$ cat src/rtl/gpu_fb_pkg.sv
// Shared types and widths for the framebuffer arbiter: pixel layout, read-owner tags
// and double-buffer swap states.
package gpu_fb_pkg;

    localparam int ADDR_W = 19;
    localparam int DATA_W = 24;

    typedef struct packed {
        logic [7:0] r;
        logic [7:0] g;
        logic [7:0] b;
    } pixel_t;

    typedef enum logic [1:0] {
        OWN_NONE  = 2'd0,
        OWN_BLEND = 2'd1,
        OWN_SCAN  = 2'd2
    } owner_t;

    typedef enum logic [1:0] {
        SW_IDLE    = 2'd0,
        SW_PENDING = 2'd1,
        SW_DRAIN   = 2'd2
    } swap_state_t;

endpackage

$ cat src/rtl/fb_arbiter_rd_tag_pipe.sv
// Owner-tag delay line matching the SRAM read latency; the output stage names who
// receives mem_rdata in the current cycle.
module rd_tag_pipe
    import gpu_fb_pkg::*;
#(
    parameter int RD_LAT = 2
) (
    input  logic   clk,
    input  logic   reset,
    input  owner_t tag_in,
    output owner_t tag_out,
    output logic   any_busy
);

    owner_t stage_reg [RD_LAT];

    always_ff @(posedge clk or negedge reset) begin
        if (!reset) begin
            stage_reg[0] <= OWN_NONE;
        end else begin
            stage_reg[0] <= tag_in;
        end
    end

    generate
        for (genvar gi = 1; gi < RD_LAT; gi++) begin : g_stage
            always_ff @(posedge clk or negedge reset) begin
                if (!reset) begin
                    stage_reg[gi] <= OWN_NONE;
                end else begin
                    stage_reg[gi] <= stage_reg[gi-1];
                end
            end
        end
    endgenerate

    assign tag_out = stage_reg[RD_LAT-1];

    always_comb begin
        any_busy = 1'b0;
        for (int i = 0; i < RD_LAT; i++) begin
            if (stage_reg[i] != OWN_NONE) begin
                any_busy = 1'b1;
            end
        end
    end

endmodule

$ cat src/rtl/fb_arbiter.sv
// Single-port framebuffer SRAM arbiter between the alpha blender and scanout, with
// vblank-synchronised front/back buffer swapping.
module fb_arbiter #(
    parameter int ADDR_W     = gpu_fb_pkg::ADDR_W,
    parameter int DATA_W     = gpu_fb_pkg::DATA_W,
    parameter int RD_LAT     = 2,
    parameter int STARVE_MAX = 8
) (
    input  logic              clk,
    input  logic              reset,
    input  logic              blend_read,
    input  logic              blend_write,
    input  logic [ADDR_W-1:0] blend_addr,
    input  logic [DATA_W-1:0] blend_wdata,
    output logic              blend_gnt,
    output logic [DATA_W-1:0] blend_rdata,
    output logic              blend_rvalid,
    input  logic              scan_req,
    input  logic [ADDR_W-1:0] scan_addr,
    input  logic              scan_urgent,
    output logic              scan_gnt,
    output logic [DATA_W-1:0] scan_rdata,
    output logic              scan_rvalid,
    output logic              mem_en,
    output logic              mem_we,
    output logic [ADDR_W:0]   mem_addr,
    output logic [DATA_W-1:0] mem_wdata,
    input  logic [DATA_W-1:0] mem_rdata,
    input  logic              frame_ready,
    input  logic              vblank,
    output logic              front_sel,
    output logic              swap_done
);
    import gpu_fb_pkg::*;

    localparam int STARVE_W = $clog2(STARVE_MAX + 1);
    localparam logic [STARVE_W-1:0] STARVE_LIM = STARVE_W'(STARVE_MAX);

    swap_state_t         swap_state_reg;
    logic                front_sel_reg;
    logic                swap_done_reg;
    logic [STARVE_W-1:0] starve_reg;
    logic [STARVE_W-1:0] starve_next;

    logic   blend_pending;
    logic   swap_pending;
    logic   grant_blend;
    logic   grant_scan;
    owner_t tag_push;
    owner_t tag_out;
    logic   pipe_busy;

    assign blend_pending = blend_read | blend_write;
    assign swap_pending  = (swap_state_reg != SW_IDLE);

    // Grants are gated by reset so every output drops asynchronously with it.
    always_comb begin
        grant_blend = 1'b0;
        grant_scan  = 1'b0;
        if (reset) begin
            if (blend_pending && starve_reg == STARVE_LIM && !swap_pending) begin
                grant_blend = 1'b1;
            end else if (scan_req && scan_urgent) begin
                grant_scan = 1'b1;
            end else if (blend_pending && !swap_pending) begin
                grant_blend = 1'b1;
            end else if (scan_req) begin
                grant_scan = 1'b1;
            end
        end
    end

    assign blend_gnt = grant_blend;
    assign scan_gnt  = grant_scan;
    assign mem_en    = grant_blend | grant_scan;
    assign mem_we    = grant_blend & blend_write;
    assign mem_wdata = mem_we ? blend_wdata : '0;

    // Blender always touches the back buffer, scanout the front buffer.
    always_comb begin
        mem_addr = '0;
        if (grant_blend) begin
            mem_addr = {~front_sel_reg, blend_addr};
        end else if (grant_scan) begin
            mem_addr = {front_sel_reg, scan_addr};
        end
    end

    always_comb begin
        tag_push = OWN_NONE;
        if (grant_blend && !blend_write) begin
            tag_push = OWN_BLEND;
        end else if (grant_scan) begin
            tag_push = OWN_SCAN;
        end
    end

    always_comb begin
        starve_next = starve_reg;
        if (grant_blend || !blend_pending) begin
            starve_next = '0;
        end else if (grant_scan && starve_reg < STARVE_LIM) begin
            starve_next = starve_reg + 1'b1;
        end
    end

    always_ff @(posedge clk or negedge reset) begin
        if (!reset) begin
            starve_reg <= '0;
        end else begin
            starve_reg <= starve_next;
        end
    end

    rd_tag_pipe #(
        .RD_LAT (RD_LAT)
    ) u_tag_pipe (
        .clk      (clk),
        .reset    (reset),
        .tag_in   (tag_push),
        .tag_out  (tag_out),
        .any_busy (pipe_busy)
    );

    assign blend_rvalid = (tag_out == OWN_BLEND);
    assign scan_rvalid  = (tag_out == OWN_SCAN);
    assign blend_rdata  = blend_rvalid ? mem_rdata : '0;
    assign scan_rdata   = scan_rvalid ? mem_rdata : '0;

    // The flip waits for an empty pipe and an idle port so no access straddles it.
    always_ff @(posedge clk or negedge reset) begin
        if (!reset) begin
            swap_state_reg <= SW_IDLE;
            front_sel_reg  <= 1'b0;
            swap_done_reg  <= 1'b0;
        end else begin
            swap_done_reg <= 1'b0;
            case (swap_state_reg)
                SW_IDLE: begin
                    if (frame_ready) begin
                        swap_state_reg <= SW_PENDING;
                    end
                end
                SW_PENDING: begin
                    if (vblank) begin
                        swap_state_reg <= SW_DRAIN;
                    end
                end
                SW_DRAIN: begin
                    if (!pipe_busy && !mem_en) begin
                        front_sel_reg  <= ~front_sel_reg;
                        swap_done_reg  <= 1'b1;
                        swap_state_reg <= SW_IDLE;
                    end
                end
                default: swap_state_reg <= SW_IDLE;
            endcase
        end
    end

    assign front_sel = front_sel_reg;
    assign swap_done = swap_done_reg;

endmodule

$ cat config.mk
export PLATFORM = sky130hd
export DESIGN_NAME = fb_arbiter
export DESIGN_NICKNAME = d
export VERILOG_FILES = /design/src/rtl/gpu_fb_pkg.sv /design/src/rtl/fb_arbiter_rd_tag_pipe.sv /design/src/rtl/fb_arbiter.sv
export SDC_FILE = /design/constraint.sdc
export NUM_CORES = 1
export LEC_CHECK = 0
export ABC_AREA = 1
export CAP_MARGIN = 20
export CELL_PAD_IN_SITES_DETAIL_PLACEMENT = 1
export CELL_PAD_IN_SITES_GLOBAL_PLACEMENT = 2
export CORE_MARGIN = 2
export CORE_UTILIZATION = 10
export DETAILED_ROUTE_END_ITERATION = 8
export MAX_ROUTING_LAYER = met4
export PLACE_DENSITY_LB_ADDON = 0.12
export SYNTH_ARGS = -nofsm -noshare
export SYNTH_HDL_FRONTEND = slang
export SYNTH_SLANG_ARGS = --single-unit
$ cat constraint.sdc
create_clock -name clk -period 1.73 [get_ports clk]
set_clock_uncertainty 0.1 [all_clocks]
set_input_delay 0.4325 -clock clk [delete_from_list [all_inputs] [get_ports clk]]
set_output_delay 0.4325 -clock clk [all_outputs]
set_load 0.03 [all_outputs]
==> results, run 1 <==
- The worst path in the final design needs a cycle of 2.18 ns, including I/O delays and setup.
- The die is approximately 120 µm tall.
- The congestion estimate from routability-driven global placement came to 0.760.
- Static timing analysis puts the maximum clock frequency at 459 MHz.
- The startpoint of the worst setup timing path is starve_reg[1]$_DFFE_PN0P_.
- The number of nets with antenna violations after routing is 0.
- Ranked by total cell area, the synthesized netlist is headed by dfrtp_1 22%, nand2_1 21%, nor2_1 21%.
- The area of the die is 14600 µm².
- The largest total area in the synthesized netlist belongs to dfrtp_1.
- After synthesis, the netlist uses 20 different library cells.
- The per-instance average area after synthesis is 5.09 µm².
- The average wire per standard cell is between 10 and 15 µm.
- For this run, the register share of the synthesized area comes to 0.219.
- The arrival time at the worst endpoint is roughly 1.7 ns.
- In the synthesized netlist the dominant register cell turns out to be dfrtp_1.
- The number of setup violations in the final report is 96.
- After synthesis, the share of flip-flops with an asynchronous set or reset is 1.00.
- The largest net degree at the start of global routing is 13.
- The number of buffers added by the clock tree synthesis step is 3.
- After global routing, the most crowded layer is met2.
- Of the total power, combinational logic draws 0.760.
- The flip-flop count of the largest register, all copies and words added is 4.
- The signal on the critical path passes through inv_2 > ha_4 > nand3_4 > nand2_4 > nand3_4 > clkinv_4 > nand2_8 > buf_12 > nor2_4 > buf_6.
- The number of enable-type register cells in the synthesized netlist is 0.
- In this run the tightest slew margin relative to its limit is 0.774.
- Counting buffers and inverters, the worst setup path is 10 cells deep.
- The number of instances in the synthesized netlist is 269.
- The effective utilization at floorplan is 0.103.
- TritonCTS built the clock tree.
- Yosys instantiated no cell more often than nand2_1.
- Relative to the synthesized area, the layout overhead comes to 291%.
- In the routed design, unresolved DRC markers number 0.
- The kind of cell with the highest combined delay along the critical path is buffers and inverters.
- The first global-routing pass estimated 13.9 mm of wire.
- The element type at the critical path start is a flop.
- The fraction of post-synthesis cell area in the top cell type by area is 0.219.
- The clock network latency to the later pin of the worst-skew pair is 0.24 ns.
- The number of global-route vias before repair is 2842.
- The power dissipated by switching net loads is ~1.6 mW.
- The detail-routed via count per cell is 3.65.
- The type of the most critical hold path is flop to flop.
- Counting tap cells, the placed design contains a total of 658 instances.
- Setup repair after global routing could not meet its margin everywhere.
- The areal power density over the cells is slightly below 700 nW/µm².
- The number of max-slew violations in the final report was 0.
- The met1 usage is 0.135.
- The slowest cell on the critical path is dfrtp_1.
- The instance area after placement is ~4200 µm².
- The buffer and inverter count on the worst path is 4.
- Detailed routing inserted a total of 2525 vias.
- Once routing completed, OpenROAD measured the worst setup slack at -0.450 ns.
- The total inserted antenna cells is 0.
- The startpoint identified for the worst hold timing path is u_tag_pipe.stage_reg[2]$_DFF_PN0_.
- Among the stages of the critical path, the cell type that occurs most often is nand3_4.
- The checks that failed: setup timing.
- The synthesized netlist occupies a cell area of approximately 1400 µm².
- Excluding fillers, the count of instances in the completed layout stands at 692.
- The analysis attributes to cell leakage a power of approximately 2.5 nW.
- The total length of routed wires is 8.82 mm.
- In this run the worst setup path terminates at mem_wdata[1].
- Summed over all nets, the half-perimeter wirelength after detailed placement is 6.58 mm.
- The sort of element at the end of the critical path is an output port.
- The maximum vdd ir drop is around 0.34 mV.
- Across every metal layer, demand over resource in global routing totals 0.121.
- The met2 global-route usage is 0.228.
- The net total in the final layout is 613.
- The worst hold-check slack is between 0.2 and 0.3 ns.
- The flow ran to the end, but the final reports show violations.
- Counting instances, the worst hold path has a depth of 0.
- The share of total power in sequential cells is 0.107.
- The required time of the critical path is about 1.2 ns.
- Of the total power, the clock network draws 0.133.
- The number of H-tree levels is 1.
- The flip-flop and latch count after synthesis is 12.
- Counting every net in the synthesized netlist gives 365.
- The beginning of the worst register-to-register path is starve_reg[1]$_DFFE_PN0P_.
- The critical path is of the flop to output port type.
- Summed over all layers, the global routing overflow is 0.
- In this design, the stage delay of the slowest critical-path cell is 0.38 ns.
- In this run the deepest clock path goes through 2 buffers.
- Summing all non-filler instances in the final layout gives an area of 5350 µm².
- The final total negative setup slack is -29.05 ns.
- The first-pass iteration count of the detailed router is 3.
- The cell sitting at the root of the clock tree is a clkbuf_16.
- Of the available clock period, the critical path in the final layout requires 1.26.
- The number of DRC markers after the initial detailed-route iteration is 21.
- The region available for standard cell placement spans approximately 13000 µm².
- The number of antenna violations at the first check in global routing is 0.
- The slew of the pin with the lowest slew margin is 0.341 ns.
- The worst register-to-register path ends at starve_reg[2]$_DFFE_PN0P_.
- The number of ports placed on the die boundary is 194.
- The reg2reg setup slack is 0.18 ns.
- The met3 routing resource usage after global routing is 0.0183.
- Measured in cells, the most critical reg-to-reg path has a length of 10.
- Clock-pin slew was measured on the worst setup and hold paths at 0.05 ns.
- The fraction of layout cells with a size suffix above 1 is 0.599.
- The total count of hold-check failures in the final report came to 0.
- Power comes to between 3 and 4 mW.
- The top fanout value on the critical path is 7.
- The switching part of the total is 0.437.
- In the synthesized netlist, the cells that appear most often are 78 x nand2_1, 76 x nor2_1, 68 x inv_1.
- The number of placement rows is 42.
- The number of warnings issued by yosys is 0.
- The die width is roughly 120 µm.
- Internal power comes to 2.02 mW.
- The count of input and output buffers is a little under 200.
- The number of clock sinks seen by CTS is 12.
- The tool flagged a number of max-cap violations equal to 0.
==> cell usage in the layout, fill, tap and decap left out, types with 12 or more instances in the layout <==
| master | netlist | final |
|---|---|---|
| nand2_2 | 0 | 20 |
| nand2_1 | 78 | 27 |
| nor2_4 | 0 | 75 |
| inv_1 | 68 | 55 |
| dfrtp_1 | 12 | 12 |
| buf_12 | 0 | 13 |
| buf_4 | 2 | 27 |
| buf_6 | 2 | 110 |
| clkdlybuf4s50_1 | 0 | 87 |
| nand2_4 | 1 | 31 |
==> cell families after synthesis <==
| kind of cell | Yosys count | synth area share |
|---|---|---|
| flops | 12 | 0.219 |
| xor+xnor | 1 | 0.00640 |
| simple gates | 172 | 0.507 |
| compound gates | 3 | 0.0128 |
| buf+inv | 79 | 0.236 |
| fa+ha+maj | 2 | 0.0183 |
==> routing by layer <==
layer	up-vias	wire, µm
met5	-	0
met4	0	40
met3	2	628
met2	130	4810
met1	1148	3340
li1	1245	-
==> final cells by class <==
class | instances | area (µm²)
Fill cell | 1505 | 7950
Timing Repair Buffer | 253 | 2840
Multi-Input combinational cell | 178 | 1620
Tap cell | 176 | 220
Clock buffer | 4 | 88.8
Sequential cell | 12 | 300
Inverter | 69 | 283
==> worst min path at each step <==
| stage | to | slack [ns] |
|---|---|---|
| after floorplan | front_sel$_DFFE_PN0P_ | 0.04 |
| after global placement | u_tag_pipe.tag_out[0]$_DFF_PN0_ | 0.26 |
| after detailed placement | u_tag_pipe.tag_out[0]$_DFF_PN0_ | 0.26 |
| after CTS | u_tag_pipe.tag_out[0]$_DFF_PN0_ | 0.27 |
| after global routing | u_tag_pipe.tag_out[0]$_DFF_PN0_ | 0.28 |
| final | u_tag_pipe.tag_out[0]$_DFF_PN0_ | 0.27 |
==> through the flow <==
step                      setup WS, ns  utilization
final                           -0.450        0.402
after global placement          -0.732        0.314
after CTS                       -0.463        0.398
after global routing            -0.540        0.402
after floorplan                 -0.166            -
after detailed placement        -0.705        0.314
==> power groups by stage <==
| stage | Combinational (mW) | Clock (mW) | Sequential, mW |
|---|---|---|---|
| 2_1_floorplan | 1.16 | 0 | 0.417 |
| 3_3_place_gp | 2.09 | 0 | 0.382 |
| 3_5_place_dp | 2.10 | 0 | 0.384 |
| 4_1_cts | 2.70 | 0.487 | 0.385 |
| 5_1_grt | 2.92 | 0.503 | 0.392 |
| 6_report | 2.73 | 0.478 | 0.385 |
==> what timing repair did <==
action	4_1_cts	5_1_grt
endpoints found under the setup margin	100	98
cloned	7	0
pin swaps	10	5
hold buffers	0	0
gates resized for setup	196	19
buffers inserted	21	7
Note: power is estimated with default switching activity, not from simulation.
==> run 2, diff against run 1 <==
--- a/constraint.sdc
+++ b/constraint.sdc
@@ -4,2 +4,2 @@
 set_output_delay 0.4325 -clock clk [all_outputs]
-set_load 0.03 [all_outputs]
+set_load 0.01 [all_outputs]
==> run 2 against run 1 <==
Net effect: the flow still finishes with violations (setup timing); power decreased by 13%; via count increased by 1.5%; cell count increased by 1.4%; global-route usage increased by 0.42 points; sequential power decreased by 1%; clock power decreased by 1%; sequential cell count unchanged; clock-buffer cell count unchanged; critical path type unchanged; largest cell class unchanged; largest power group unchanged; highest routed layer unchanged.
==> results, run 2 (same netlist as run 1, synthesis figures left out) <==
- The final total negative setup slack is -28.91 ns (+0.140 ns).
- The total count of hold-check failures in the final report was 0 (unchanged).
- The placer congestion estimate is 0.677 (-11%).
- The register clock-pin slew on the reported worst setup and hold paths is 0.04 ns (about the same).
- The instance area after placement was 3980 µm² (-4.7%).
- The number of nets with antenna violations after routing is 0 (unchanged).
- The number of global-route vias before repair came to 2797 (-1.6%).
- The detail-routed via count per cell is 3.65 (about the same).
- The number of ports placed on the die boundary is 194 (unchanged).
- The height of the die is 121 µm (unchanged).
- The die width is 121 µm (unchanged).
- The static leakage is 2.50 nW (+0.24%).
- TritonCTS built the clock tree.
- The arrival time at the worst endpoint is 1.71 ns (+0.06 ns).
- CTS placed an instance of clkbuf_16 at the clock tree root.
- The count of input and output buffers is 193 (unchanged).
- The final cell area excluding filler cells is 5070 µm² (-5.1%).
- The fmax is 447 MHz (-2.6%).
- The flip-flop count of the largest register, all copies and words added is 4 (unchanged).
- The number of clock sinks seen by CTS is 12 (unchanged).
- The largest net degree at the start of global routing is 12 (-1).
- The required time of the critical path is 1.20 ns (about the same).
- The average wire per standard cell is 13.2 µm (+3.5%).
- Relative to the synthesized area, the layout overhead comes to 271%.
- The category of the critical setup timing path is flop to output port.
- The number of setup violations in the final report is 97 (+1.0%).
- The via count of the routed design came to 2563 (+1.5%).
- The final critical-path required period came to 2.24 ns (+0.0586 ns).
- The number of remaining DRC errors is 0 (unchanged).
- The switching part of the total is 0.380 (-0.0576).
- The net total in the final layout is 622 (+1.5%).
- The placeable core region came to 13300 µm² (unchanged).
- Setup repair after global routing could not meet its margin everywhere.
- The share of total power in sequential cells came to 0.122 (+0.015).
- The maximum vdd ir drop is 0.244 mV (-28%).
- The placed wire-length estimate is 6.40 mm (-2.6%).
- The final core utilization is 0.382 (-0.0206).
- The final critical-path share of the clock period is 1.29 (+0.0339).
- The element type at the critical path start is a flop.
- The clock share of power is 0.151 (+0.018).
- The tightest slew margin relative to the limit came to 0.772 (-0.00207).
- The power dissipated by switching net loads is 1.19 mW (-24%).
- The checks that failed: setup timing.
- The number of max-slew violations in the final report is 0 (unchanged).
- The fraction of layout cells with a size suffix above 1 is 0.564 (-0.0350).
- The areal power density over the cells came to 616 nW/µm² (-8.4%).
- The area of the die was 14600 µm² (unchanged).
- The number of inserted filler cells in the final layout is 1552 (+3.1%).
- The first-pass iteration count of the detailed router came to 4 (+1).
- The number of antenna violations at the first check in global routing is 1 (+1).
- The worst setup path is captured at an output port.
- The share of total power in combinational logic is 0.727 (-0.033).
- The number of buffers added by the clock tree synthesis step is 3 (unchanged).
- The first-pass GRT wire length is 14.2 mm (+2.0%).
- The number of DRC markers after the initial detailed-route iteration is 53 (+150%).
- The number of H-tree levels was 1 (unchanged).
- The post-layout worst setup margin came to -0.509 ns (-0.0586 ns).
- The number of placement rows is 42 (unchanged).
- The number of hold buffers added after CTS is 0 (unchanged).
- The flow ran to the end, but the final reports show violations.
- The maximum clock insertion buffer count was 2 (unchanged).
- In the layout the commonest cells are 92 x buf_6, 89 x clkdlybuf4s50_1, 61 x nor2_4.
- In this run the worst hold path is classified as input pin to asynchronous set/reset pin.
- The clock network latency to the later pin of the worst-skew pair is 0.24 ns (about the same).
- The slew of the pin with the lowest slew margin is 0.340 ns (-0.000866 ns).
- The reported max-cap violation count came to 0 (unchanged).
- The global-route usage over all layers is 0.125 (+0.00423).
- The total internal power is 1.94 mW (-4.2%).
- The most common cell after layout, fill and taps aside is buf_6.
- The total length of routed wires is 9.26 mm (+5.0%).
- The top fanout value on the critical path is 8 (+1).
- The total congestion overflow came to 0 (unchanged).
- The effective utilization at floorplan came to 0.103 (unchanged).
## run 2: cell count changes in the layout (fill, tap and decap cells not counted), moves of 2 or more
cell,change
inv_1,+3
nor2_4,-14
clkinv_4,-2
nor2_2,+12
nand2_1,+17
nand2_4,-17
buf_4,+2
buf_2,+25
inv_2,-4
buf_6,-18
inv_4,+4
clkdlybuf4s50_1,+2
nor2_1,+2
buf_16,-3
## run 2: routing by layer
layer	vias to the layer above	track usage	wire length, µm	share of wire
met1	1157	0.140	3390	0.37
met2	136	0.229	4910	0.53
met5	-	-	0	0
li1	1268	-	-	-
met3	2	0.0287	911	0.098
met4	0	0.0218	40	0.0043
## run 2: power groups by stage
stage / Clock (mW) / Sequential (mW) / Combinational [mW]
after floorplan: 0 / 0.392 / 0.645
after global placement: 0 / 0.379 / 1.66
after detailed placement: 0 / 0.382 / 1.67
after CTS: 0.486 / 0.381 / 2.20
after global routing: 0.500 / 0.386 / 2.47
final: 0.473 / 0.380 / 2.27
## run 2: cell type report
| class | instances | area, µm² | share of cell area |
|---|---|---|---|
| inverter | 69 | 284 | 0.0560 |
| timing repair buffer | 262 | 2760 | 0.543 |
| antenna | 1 | 2.50 | 0.000493 |
| multi-input combinational | 178 | 1420 | 0.280 |
| sequential | 12 | 300 | 0.0592 |
| clock buffer | 4 | 88.8 | 0.0175 |
| tap | 176 | 220 | 0.0434 |
## run 2: critical path: stages, from the launching register on
cell      delay, ns
dfrtp_1        0.39
inv_2          0.08
ha_4           0.14
nand3_4        0.06
nand2_4        0.09
nand3_4        0.10
clkinv_8       0.08
nand2_8        0.08
buf_12         0.15
buf_12         0.12
nor2_4         0.07
buf_6          0.10
## run 2: per-stage QoR
stage	hold WS (ns)	setup slack, ns	power, mW	cells
global route	0.212	-0.623	3.35	702
floorplan	0.0369	-0.0502	1.04	269
CTS	0.202	-0.629	3.07	707
global placement	0.261	-1.06	2.04	662
finish	0.194	-0.509	3.12	702
detailed placement	0.264	-1.06	2.05	662
## run 2: what timing repair did
action                                  in CTS  in global routing
pin swaps                                    9                 17
endpoints found under the setup margin     102                101
resized for setup                          544                129
buffers inserted                            35                  9
gates cloned                                11                  1
## run 2: worst paths after layout
check	slack, ns	to	start	cells after the start
worst max-delay path	-0.51	mem_wdata[19]	starve_reg[0]$_DFFE_PN0P_	11
worst min-delay path	0.19	starve_reg[0]$_DFFE_PN0P_	reset	2
worst max register to register	0.04	starve_reg[1]$_DFFE_PN0P_	starve_reg[0]$_DFFE_PN0P_	12
worst min register to register	0.27	u_tag_pipe.tag_out[0]$_DFF_PN0_	u_tag_pipe.stage_reg[2]$_DFF_PN0_	0
max in group asynchronous	1.01	swap_state_reg[1]$_DFFE_PN0P_	reset	3
min in group clk	0.27	u_tag_pipe.tag_out[0]$_DFF_PN0_	u_tag_pipe.stage_reg[2]$_DFF_PN0_	0
==> run 3, diff against run 2 <==
- CAP_MARGIN: 20 -> 25
==> results of run 3 <==
The final DEF is identical to that of run 2; final timing and power are the same.
